### config.mk
export PLATFORM = sky130hd
export DESIGN_NAME = store_buffer
export DESIGN_NICKNAME = d
export VERILOG_FILES = /design/src/rtl/store_buffer.sv
export SDC_FILE = /design/constraint.sdc
export NUM_CORES = 1
export LEC_CHECK = 0
export BUFFER_PORTS_ARGS = -buffer_cell sky130_fd_sc_hd__clkbuf_2
export CAP_MARGIN = 0
export CORE_MARGIN = 3
export CORE_UTILIZATION = 30
export CTS_CLUSTER_DIAMETER = 80
export DETAILED_ROUTE_END_ITERATION = 16
export GPL_ROUTABILITY_DRIVEN = 1
export SETUP_SLACK_MARGIN = 0.5
export SLEW_MARGIN = 40
export SYNTH_ARGS = -nofsm -noshare
export SYNTH_HDL_FRONTEND = slang
export SYNTH_SLANG_ARGS = --single-unit
export TNS_END_PERCENT = 5
### constraint.sdc
create_clock -name clk -period 7.5 [get_ports clk]
set_input_delay 0 -clock clk [delete_from_list [all_inputs] [get_ports clk]]
set_output_delay 0 -clock clk [all_outputs]
set_load 0.02 [all_outputs]
### src/rtl/store_buffer.sv
// store_buffer: write buffer between the store unit and data memory.
// Accepts one store per cycle, aligns data to byte lanes, builds byte enables,
// and queues entries in a small FIFO that drains to memory over req/ack.
// A word-granular hazard flag tells the load path an overlapping store is pending.
module store_buffer #(
    parameter int DATA_W = 32,
    parameter int DEPTH  = 4
) (
    input  logic                       clk,
    input  logic                       rst_n,
    input  logic                       st_valid_i,
    input  logic [DATA_W-1:0]          st_addr_i,
    input  logic [DATA_W-1:0]          st_data_i,
    input  logic [2:0]                 st_funct3_i,
    output logic                       st_ready_o,
    output logic                       st_err_o,
    input  logic [DATA_W-1:0]          ld_addr_i,
    output logic                       ld_hazard_o,
    output logic                       mem_req_o,
    output logic [DATA_W-1:0]          mem_addr_o,
    output logic [DATA_W-1:0]          mem_wdata_o,
    output logic [3:0]                 mem_be_o,
    input  logic                       mem_ack_i,
    output logic [$clog2(DEPTH):0]     count_o,
    output logic                       empty_o
);

    localparam int PW = $clog2(DEPTH);
    localparam int CW = PW + 1;
    localparam int AW = DATA_W - 2;

    localparam logic [2:0] F3_SB = 3'b000;
    localparam logic [2:0] F3_SH = 3'b001;
    localparam logic [2:0] F3_SW = 3'b010;

    localparam logic [CW-1:0] FULL_CNT = CW'(DEPTH);

    // A store is legal when funct3 names a supported width and the address
    // is naturally aligned for that width.
    function automatic logic align_legal(input logic [2:0] f3, input logic [1:0] a);
        logic ok;
        ok = 1'b0;
        case (f3)
            F3_SB:   ok = 1'b1;
            F3_SH:   ok = (a[0] == 1'b0);
            F3_SW:   ok = (a == 2'b00);
            default: ok = 1'b0;
        endcase
        return ok;
    endfunction

    // Byte enables for the lanes touched by the store.
    function automatic logic [3:0] align_be(input logic [2:0] f3, input logic [1:0] a);
        logic [3:0] be;
        be = 4'b0000;
        case (f3)
            F3_SB:   be = 4'b0001 << a;
            F3_SH:   be = a[1] ? 4'b1100 : 4'b0011;
            F3_SW:   be = 4'b1111;
            default: be = 4'b0000;
        endcase
        return be;
    endfunction

    // Replicate the significant part of tostore across all lanes so memory
    // can pick it up under any byte enable pattern.
    function automatic logic [DATA_W-1:0] align_data(input logic [2:0] f3,
                                                     input logic [DATA_W-1:0] d);
        logic [DATA_W-1:0] w;
        w = '0;
        case (f3)
            F3_SB:   w = {(DATA_W/8){d[7:0]}};
            F3_SH:   w = {(DATA_W/16){d[15:0]}};
            F3_SW:   w = d;
            default: w = '0;
        endcase
        return w;
    endfunction

    // FIFO storage and control state
    logic [AW-1:0]     addr_q  [DEPTH];
    logic [DATA_W-1:0] wdata_q [DEPTH];
    logic [3:0]        be_q    [DEPTH];
    logic [PW-1:0]     head_q, head_d;
    logic [PW-1:0]     tail_q, tail_d;
    logic [CW-1:0]     count_q, count_d;
    logic              st_err_q, st_err_d;

    logic              full;
    logic              legal;
    logic              push;
    logic              pop;
    logic [3:0]        new_be;
    logic [DATA_W-1:0] new_wdata;

    assign full      = (count_q == FULL_CNT);
    assign legal     = align_legal(st_funct3_i, st_addr_i[1:0]);
    assign new_be    = align_be(st_funct3_i, st_addr_i[1:0]);
    assign new_wdata = align_data(st_funct3_i, st_data_i);

    // ready depends on the registered count only, so an ack never opens a
    // slot in the same cycle and there is no ack-to-ready path
    assign push = st_valid_i && !full && legal;
    assign pop  = (count_q != '0) && mem_ack_i;

    // Next-state for pointers, occupancy and the reject pulse
    always_comb begin
        head_d   = head_q;
        tail_d   = tail_q;
        count_d  = count_q;
        st_err_d = st_valid_i && !legal;
        if (push) begin
            tail_d = tail_q + PW'(1);
        end
        if (pop) begin
            head_d = head_q + PW'(1);
        end
        count_d = count_q + CW'(push) - CW'(pop);
    end

    // Control registers; async clear drops mem_req without waiting for a clock
    always_ff @(posedge clk or negedge rst_n) begin
        if (!rst_n) begin
            head_q   <= '0;
            tail_q   <= '0;
            count_q  <= '0;
            st_err_q <= 1'b0;
        end else begin
            head_q   <= head_d;
            tail_q   <= tail_d;
            count_q  <= count_d;
            st_err_q <= st_err_d;
        end
    end

    // Entry storage: written at the tail on push, cleared on reset
    always_ff @(posedge clk or negedge rst_n) begin
        if (!rst_n) begin
            for (int i = 0; i < DEPTH; i++) begin
                addr_q[i]  <= '0;
                wdata_q[i] <= '0;
                be_q[i]    <= '0;
            end
        end else if (push) begin
            addr_q[tail_q]  <= st_addr_i[DATA_W-1:2];
            wdata_q[tail_q] <= new_wdata;
            be_q[tail_q]    <= new_be;
        end
    end

    // Word-granular hazard over occupied entries; an entry is occupied when
    // its distance from head (mod DEPTH) is below count
    logic [PW-1:0] offs;
    logic          hazard;
    always_comb begin
        hazard = 1'b0;
        offs   = '0;
        for (int i = 0; i < DEPTH; i++) begin
            offs = PW'(i) - head_q;
            if (({1'b0, offs} < count_q) && (addr_q[i] == ld_addr_i[DATA_W-1:2])) begin
                hazard = 1'b1;
            end
        end
    end

    assign ld_hazard_o = hazard;
    assign st_ready_o  = !full;
    assign st_err_o    = st_err_q;
    assign mem_req_o   = (count_q != '0);
    assign mem_addr_o  = {addr_q[head_q], 2'b00};
    assign mem_wdata_o = wdata_q[head_q];
    assign mem_be_o    = be_q[head_q];
    assign count_o     = count_q;
    assign empty_o     = (count_q == '0);

endmodule

==> qor.csv, run 1 <==
metric,value,unit
post_cts resized,0,
"Buf+Inv Stages, Crit Path",2,
critical path's slowest cell,dfrtp_4,
Max-slew headroom,0.4600,
post-route cell area,0.01673,mm2
outcome,"finished, final reports clean",
Yosys warning total,0,
TritonCTS buffer count,28,
DRC,0,
critical path's largest stage delay,910,ps
vias post-DR,9055,
Sink Count,272,
"commonest cells after routing, fill and taps aside","dfrtp_1, mux2_2, clkbuf_2",
DP Area,0.01535,mm2
fin. max-slew vios,0,
CP cell instances,xor2_1 -> inv_1 -> ha_1 -> a2111o_1 -> a2111oi_0 -> nand4_1 -> nand4_1 -> clkbuf_2,
R2R Setup Slk,4800,ps
Mapped Cells,1016,
Hold WC Path Type,in2async,
hold slack,13.48,ps
Die H,222.0,um
number of synthesized register bits,272,
Fmax,0.2790,GHz
vias in the first global route,9460,
ANT nets after route,0,
Reg-to-Reg Start,count_o[1],
"FFs w/ async S/R, synth",1.000,
CP endpoint kind,output pin,
largest net degree at the start of global routing,82,
Main synth FF type,dfrtp_1,
Max IR drop VDD,0.2152,mV
H-tree levels,1,
proportion of netlist area held by the largest area contributor,0.4862,
Hold Fails Final Rpt,0,
final setup skew,7.058,ps
root buffer cell,clkbuf_16,
Unique masters post-synth,37,
Final Setup Violations,0,
max cap viols,0,
initial antenna violation count,5,
CP most frequent cell,nand4_1,
number of enable flip-flop cells after synthesis,0,
CTS tree,done,
PortBufs,174,
area occupied by multi-input gates,0.006733,mm2
global-route congestion overflow total,0,
CP Class,reg2out,
Initial Util,0.3059,
DP HPWL,27330,um
Avg WL per Cell,21.32,um
min Tclk post-route,3584,ps
clk buf depth,3,
"Clk pin slew, worst setup/hold paths",60,ps
Mapped Area,0.01400,mm2
die width,222.0,um
Tot Pwr,0.006980,W
largest area contributor in the netlist,dfrtp_1,
"Avg Cell Area, Syn",13.78,um2
R2R cell count,11,
drt total wl,39040,um
endpoint of the worst-slack reg-to-reg timing path,count_o[2],
row count,78,
final worst-path cycle share,0.4779,
Core Footprint,0.04577,mm2
fin nets,1323,
CP max FO,34,
register area,0.006814,mm2
power density over cell area,417.2,mW/mm2
setup TNS,0,ps
Worst EP arrival,3580,ps
DIE AREA,0.04929,mm2
First-pass DRT Iterations,5,
crit path launch type,flop,
"Seq/Total Area, Yosys",0.4862,
gp weighted congestion,0.9383,
routed vias/inst,4.945,
"Hold-fix buffers, CTS",44,
ranking of synthesized cells by area,"dfrtp_1, mux2_2, mux4_2, mux2_4, xor2_1",
global-route wire length before repair,59240,um
"Largest delay share family, worst path",compound AO/OA/AOI/OAI gates,
Filler cells,4389,
I/O pin count,179,
layout cell share with drive strength beyond 1,0.4369,
setup repair after global routing missed its margin,false,
"Clk Latency, worst-skew pair",560,ps
Overall Global Routing Usage,0.1547,
Leak,7.568,nW
area grow syn2layout,19.49,%
Post-CTS Setup Repair Bufs,0,
Critical Path RT,7500,ps
drt initial violations,483,
"commonest non-fill, non-tap cell in the layout",dfrtp_1,
Least-Margin Pin Slew,789.5,ps
## flip-flops by register name, indices dropped and copies added, names as in the netlist
| name | count |
|---|---|
| tail_q | 2 |
| wdata_q | 128 |
| addr_q | 120 |
| count_o | 3 |
| head_q | 2 |
| st_err_o | 1 |
| be_q | 16 |
## worst max-delay path by stage
stage | depth (start not counted) | slack (ps) | to | start
4_1_cts | 8 | 3850 | ld_hazard_o | head_q[0]
2_1_floorplan | 12 | 4710 | count_o[2] | count_o[2]
3_5_place_dp | 8 | 4460 | ld_hazard_o | head_q[0]
3_3_place_gp | 6 | 4320 | wdata_q[119] | st_funct3_i[1]
5_1_grt | 8 | 3720 | ld_hazard_o | head_q[0]
6_report | 8 | 3920 | ld_hazard_o | head_q[0]
## area by class of cell
cell class	instances	share of cell area
diodes	2	0.0002992
inverters	15	0.003366
flip-flops and latches	272	0.4073
multi-input cells	660	0.4025
clock inverters	5	0.003141
well taps	600	0.04488
clock buffers	45	0.05116
repair buffers	232	0.08736
## synthesized netlist by cell type, types with 3 or more instances
cell / n
dfrtp_1: 272
mux2_2: 192
mux4_2: 66
xor2_1: 65
xnor2_1: 61
nand2_1: 44
mux2_4: 40
o21ai_0: 33
a21oi_1: 31
clkbuf_1: 28
nor2_1: 27
buf_2: 25
nand4_1: 23
a2bb2oi_1: 16
inv_1: 15
nor4_1: 14
nor2b_1: 12
ha_1: 10
and2_4: 5
buf_1: 5
buf_6: 5
a2111oi_0: 4
buf_12: 4
o21a_1: 3
## layer usage
metal	global-route usage	wire length, um
met1	0.2099	17200
met2	0.2507	18360
met3	0.03734	2468
met4	0.03736	968
met5	0	48
## metrics by stage
step / setup slack [ps] / util / std cells
3_3_place_gp: 4317 / 0.3345 / 1732
3_5_place_dp: 4463 / 0.3353 / 1734
4_1_cts: 3851 / 0.3648 / 1828
2_1_floorplan: 4708 / - / 1017
6_report: 3916 / 0.3655 / 1831
5_1_grt: 3717 / 0.3654 / 1830
## kinds of logic (layout without fill, tap and decap cells)
group / after synthesis / count (layout) / synth area share
other cells: 1 / 4 / 0.0002679
xor+xnor: 126 / 126 / 0.07883
buf+inv: 85 / 297 / 0.03360
compound gates: 91 / 91 / 0.03959
mux: 298 / 298 / 0.3035
flops: 272 / 272 / 0.4862
simple gates: 132 / 132 / 0.04764
fa+ha+maj: 11 / 11 / 0.01037
## power by group
part	internal, W	switching (W)	total, W
Sequential	0.00212	0.000542	0.00266
Clock	0.000809	0.000582	0.00139
Combinational	0.00148	0.00145	0.00293
No activity file was read; power rests on OpenSTA's default activity.
==> run 2, diff against run 1 <==
==> constraint.sdc (replaced) <==
create_clock -name clk -period 2.9 [get_ports clk]
set_input_delay 0 -clock clk [delete_from_list [all_inputs] [get_ports clk]]
set_output_delay 0 -clock clk [all_outputs]
set_load 0.02 [all_outputs]
==> run 2 against run 1 <==
Register-to-register slack lost 4400 ps. Sequential power grew to 2.5 times the previous value. Non-clock buffer count grew 8. Via count grew 0.21%. Die area is the same. Wire length grew 3.0%. First-iteration DRC count grew 43%.
==> qor.csv, run 2 (synthesis gave the netlist of run 1 again) <==
metric,value,unit,change
DR WL met3,2366,um,-4.1%
drt total wl,40220,um,+3.0%
Metal-1 WL,17710,um,+3.0%
global-route congestion overflow total,0,,unchanged
Sink Count,272,,unchanged
Initial Util,0.3059,,unchanged
PortBufs,174,,unchanged
die width,222.0,um,unchanged
CP most frequent cell,nand4_1,,
vias in the first global route,9575,,+1.2%
outcome,"finished, final reports clean",,
Layout Cells excl Fill,1841,,+0.55%
Leak,7.665,nW,+1.3%
setup repair after global routing missed its margin,true,,
First-pass DRT Iterations,5,,unchanged
placed instance count,1740,,+0.35%
largest net degree at the start of global routing,77,,-6.1%
Worst EP arrival,2660,ps,-920 ps
fin nets,1332,,+0.68%
initial antenna violation count,6,,+1
Hold WC Path Type,in2async,,
I/O pin count,179,,unchanged
Filler cells,4384,,-0.11%
Critical Path RT,2900,ps,-4600 ps
fin. max-slew vios,0,,unchanged
H-tree levels,1,,unchanged
DP Worst Slack,433.0,ps,-4030 ps
"Clk pin slew, worst setup/hold paths",60,ps,about the same
DP HPWL,28230,um,+3.3%
Die H,222.0,um,unchanged
DIE AREA,0.04929,mm2,unchanged
max reg flops,128,,unchanged
DR top layer,met5,,
critical path's slowest cell,dfrtp_4,,
Fmax,0.3765,GHz,
drt initial violations,690,,+43%
CP cell instances,xor2_2 -> inv_1 -> ha_2 -> a2111o_1 -> a2111oi_4 -> nand4_1 -> nand4_1 -> clkbuf_8,,
Hold Fails Final Rpt,0,,unchanged
DRC,0,,unchanged
final worst-path cycle share,0.9159,,
min Tclk post-route,2656,ps,
CTS tree,done,,
"commonest non-fill, non-tap cell in the layout",dfrtp_1,,
Max IR drop VDD,0.6176,mV,+190%
CP Class,reg2out,,
Avg WL per Cell,21.85,um,+2.4%
Routed met2 length,19380,um,+5.5%
"Clk Latency, worst-skew pair",560,ps,about the same
Max-slew headroom,0.5772,,+0.1172
area grow syn2layout,21.56,%,
ANT nets after route,0,,unchanged
global-route wire length before repair,61450,um,+3.7%
gp weighted congestion,0.9053,,-3.5%
max cap viols,0,,unchanged
CP max FO,3,,-91%
clk buf depth,3,,unchanged
biggest regs,"wdata_q: 128 flops, addr_q: 120 flops, be_q: 16 flops",,
critical path's largest stage delay,510,ps,-400 ps
Final Setup Violations,0,,unchanged
Least-Margin Pin Slew,632.9,ps,-156.7 ps
vias post-DR,9074,,+0.21%
Overall Global Routing Usage,0.1614,,+0.006666
Core Footprint,0.04577,mm2,unchanged
setup TNS,0,ps,unchanged
crit path launch type,flop,,
power density over cell area,1088,mW/mm2,+160%
layout cell share with drive strength beyond 1,0.4576,,+0.02069
routed vias/inst,4.929,,-0.33%
"commonest cells after routing, fill and taps aside","dfrtp_1, mux2_2, clkbuf_2",,
CP endpoint kind,output pin,,
row count,78,,unchanged
TritonCTS buffer count,29,,+3.6%
final setup skew,12.87,ps,+5.814 ps
final setup margin,243.8,ps,-3672 ps
most flop-heavy register,wdata_q,,
root buffer cell,clkbuf_16,,
run 2: cell count changes in the layout (fill, tap and decap cells not counted), moves of 4 or more:
cell and change:
buf_12 +5, buf_4 +8, buf_6 -6, inv_1 -4, inv_2 +4, nor4_1 -5, nor4_2 +5
run 2: layout make-up:
type	count	area [um2]	area share
diodes	2	5.005	0.0002941
repair buffers	240	1630	0.09580
multi-input cells	660	6854	0.4028
clock inverters	5	50.05	0.002941
flip-flops and latches	272	6818	0.4006
well taps	600	750.7	0.04411
clock buffers	47	853.3	0.05014
inverters	15	56.30	0.003309
run 2: per-stage QoR:
| step | util | area (um2) | hold slack, ps | total power [W] |
|---|---|---|---|---|
| 2_1_floorplan | - | 14050 | -295.6 | 0.01201 |
| 3_3_place_gp | 0.3385 | 15490 | 16.98 | 0.01454 |
| 3_5_place_dp | 0.3386 | 15500 | 24.18 | 0.01473 |
| 4_1_cts | 0.3713 | 17000 | 0.8211 | 0.01876 |
| 5_1_grt | 0.3717 | 17020 | 46.59 | 0.01959 |
| 6_report | 0.3718 | 17020 | 24.59 | 0.01852 |
run 2: layer usage:
layer	global-route usage	vias up
met1	0.2202	4687
met5	0	-
li1	-	4078
met4	0.02766	8
met3	0.03601	51
met2	0.2677	250
run 2: worst max-delay path, delay by kind of cell (launching register included):
kind | cells | cell delay (ps)
AND/OR/NAND/NOR | 2 | 320
adder cells (fa/ha/maj) | 1 | 160
buffers and inverters | 2 | 250
AO/OA/AOI/OAI | 2 | 680
XOR/XNOR | 1 | 190
flip-flops | 1 | 510
run 2: path summary, 6_finish.rpt:
kind	start	end	slack, ps	depth (start not counted)
setup / recovery	head_q[1]	ld_hazard_o	240	8
hold / removal	rst_n	wdata_q[119]	20	2
setup reg to reg	count_o[1]	count_o[2]	370	12
hold reg to reg	wdata_q[97]	wdata_q[97]	480	2
max in group asynchronous	rst_n	addr_q[119]	1960	3
min in group clk	st_data_i[23]	wdata_q[23]	30	4
run 2: repair_timing:
item / 4_1_cts / 5_1_grt
setup endpoints to repair: 68 / 55
endpoints found under the hold margin: 360 / 0
buffers inserted: 4 / 0
gates cloned: 1 / 0
resized for setup: 22 / 4
hold buffers: 42 / 0
pin swaps: 7 / 0
run 2: power by group:
group	total (W)	switching, W	internal [W]
sequential	0.00671	0.00122	0.00549
combinational	0.00820	0.00413	0.00407
clock	0.00360	0.00152	0.00208
total	0.0185	0.00688	0.0116
==> run 3, diff against run 2 <==
==> constraint.sdc (replaced) <==
create_clock -name clk -period 3.38 [get_ports clk]
set_input_delay 0 -clock clk [delete_from_list [all_inputs] [get_ports clk]]
set_output_delay 0 -clock clk [all_outputs]
set_load 0.02 [all_outputs]
==> run 3 against run 2 <==
Wire length shrank 2.1%. Die area stayed put. Sequential cell count stayed put. Worst hold slack improved by 12 ps. Non-clock buffer count increased by 5. Sequential share of layout area is 0.17 points higher. Critical path depth did not move. Power fell by 15%. Critical endpoint unchanged.
==> qor.csv, run 3 (synthesis gave the netlist of run 1 again) <==
metric,value,unit,change
most flop-heavy register,wdata_q,,
Final Setup Violations,0,,unchanged
global-route wire length before repair,60910,um,-0.89%
ANT nets after route,0,,unchanged
CP max FO,5,,+2
Max-slew headroom,0.5811,,+0.003934
routed vias/inst,4.937,,+0.17%
setup TNS,0,ps,unchanged
H-tree levels,1,,unchanged
outcome,"finished, final reports clean",,
root buffer cell,clkbuf_16,,
max reg flops,128,,unchanged
"Clk pin slew, worst setup/hold paths",60,ps,about the same
fin nets,1337,,+0.38%
vias in the first global route,9597,,+0.23%
DRC,0,,unchanged
min Tclk post-route,2785,ps,
Hold WC Path Type,in2reg,,
gp weighted congestion,0.9353,,+3.3%
"commonest non-fill, non-tap cell in the layout",dfrtp_1,,
crit path launch type,flop,,
final worst-path cycle share,0.8240,,
hold slack,36.78,ps,+12.19 ps
DP HPWL,27880,um,-1.3%
final setup skew,11.21,ps,-1.659 ps
Overall Global Routing Usage,0.1592,,-0.002232
drt total wl,39390,um,-2.1%
Tot Pwr,0.01570,W,-15%
"Clk Latency, worst-skew pair",550,ps,about the same
Max IR drop VDD,0.5186,mV,-16%
PortBufs,174,,unchanged
DIE AREA,0.04929,mm2,unchanged
layout cell share with drive strength beyond 1,0.4490,,-0.008631
setup repair after global routing missed its margin,false,,
power density over cell area,926.7,mW/mm2,-15%
max cap viols,0,,unchanged
initial antenna violation count,7,,+1
Critical Path RT,3380,ps,+480 ps
Fmax,0.3591,GHz,
post-route cell area,0.01694,mm2,-0.46%
row count,78,,unchanged
TritonCTS buffer count,29,,unchanged
largest net degree at the start of global routing,72,,-6.5%
Least-Margin Pin Slew,627.0,ps,-5.888 ps
die width,222.0,um,unchanged
vias post-DR,9119,,+0.50%
CP endpoint kind,output pin,,
drt initial violations,540,,-22%
DP Worst Slack,718.5,ps,+285.5 ps
Avg WL per Cell,21.32,um,-2.4%
Leak,7.673,nW,+0.11%
biggest regs,"wdata_q: 128 flops, addr_q: 120 flops, be_q: 16 flops",,
CP Class,reg2out,,
"commonest cells after routing, fill and taps aside","dfrtp_1, mux2_2, clkbuf_2",,
Core Footprint,0.04577,mm2,unchanged
global-route congestion overflow total,0,,unchanged
fin. max-slew vios,0,,unchanged
area grow syn2layout,21.00,%,
R2R cell count,11,,-1
hold depth,4,,
Hold Fails Final Rpt,0,,unchanged
DP Area,0.01545,mm2,-0.31%
Worst EP arrival,2780,ps,+120 ps
Die H,222.0,um,unchanged
CTS tree,done,,
First-pass DRT Iterations,4,,-1
Sink Count,272,,unchanged
final setup margin,595.0,ps,+351.2 ps
Initial Util,0.3059,,unchanged
clk buf depth,3,,unchanged
I/O pin count,179,,unchanged
-- run 3: cell types whose count changed in the layout (fill, tap and decap cells not counted), moves of 4 or more --
cell and change:
nor4_1 +4, buf_12 -4, buf_4 +7, inv_1 +4, inv_2 -4, nor4_2 -4, clkbuf_1 -6
-- run 3: path summary, 6_finish.rpt --
kind                          endpoint  slack (ps)          start
setup / recovery           ld_hazard_o         600      head_q[0]
hold / removal             wdata_q[23]          40  st_data_i[23]
setup reg to reg            count_o[2]         710     count_o[2]
hold reg to reg            wdata_q[65]         480    wdata_q[65]
max in group asynchronous     be_q[14]        2390          rst_n
min in group asynchronous  addr_q[118]         410          rst_n
-- run 3: metrics by stage --
step,util,std cells
after CTS,0.3694,1845
after global placement,0.3369,1743
after global routing,0.3701,1847
after detailed placement,0.3375,1744
after floorplan,-,1017
final,0.3701,1847
-- run 3: worst max-delay path, stage by stage, from the launching register on --
cell and delay (ps):
dfrtp_4 510, xor2_1 210, inv_1 80, ha_1 200, a2111o_1 400, a2111oi_4 310
nand4_1 130, nand4_1 180, clkbuf_2 200
-- run 3: report_power, final --
| part | internal (W) | switching (W) |
|---|---|---|
| clock network | 0.00186 | 0.00130 |
| registers | 0.00471 | 0.00106 |
| logic | 0.00334 | 0.00342 |
| total | 0.00992 | 0.00578 |
-- run 3: area by class of cell --
class	count	area [um2]
antenna	2	5.005
clock buffer	45	885.9
clock inverter	8	67.56
fill	4407	28830
inverter	15	56.30
multi-input combinational	660	6768
sequential	272	6815
tap	600	750.7
timing repair buffer	245	1592
-- run 3: layer usage --
layer,vias up,global-route usage,part of all wire
met4,10,0.02745,0.017
met5,-,0,0.0017
li1,4096,-,-
met3,55,0.03787,0.059
met2,260,0.2628,0.48
met1,4698,0.2166,0.44
-- run 3: repair_timing --
item,in CTS,in global routing
hold buffers,46,0
resized for setup,5,5
endpoints found under the setup margin,1,1
endpoints found under the hold margin,432,0
buffers inserted,2,0
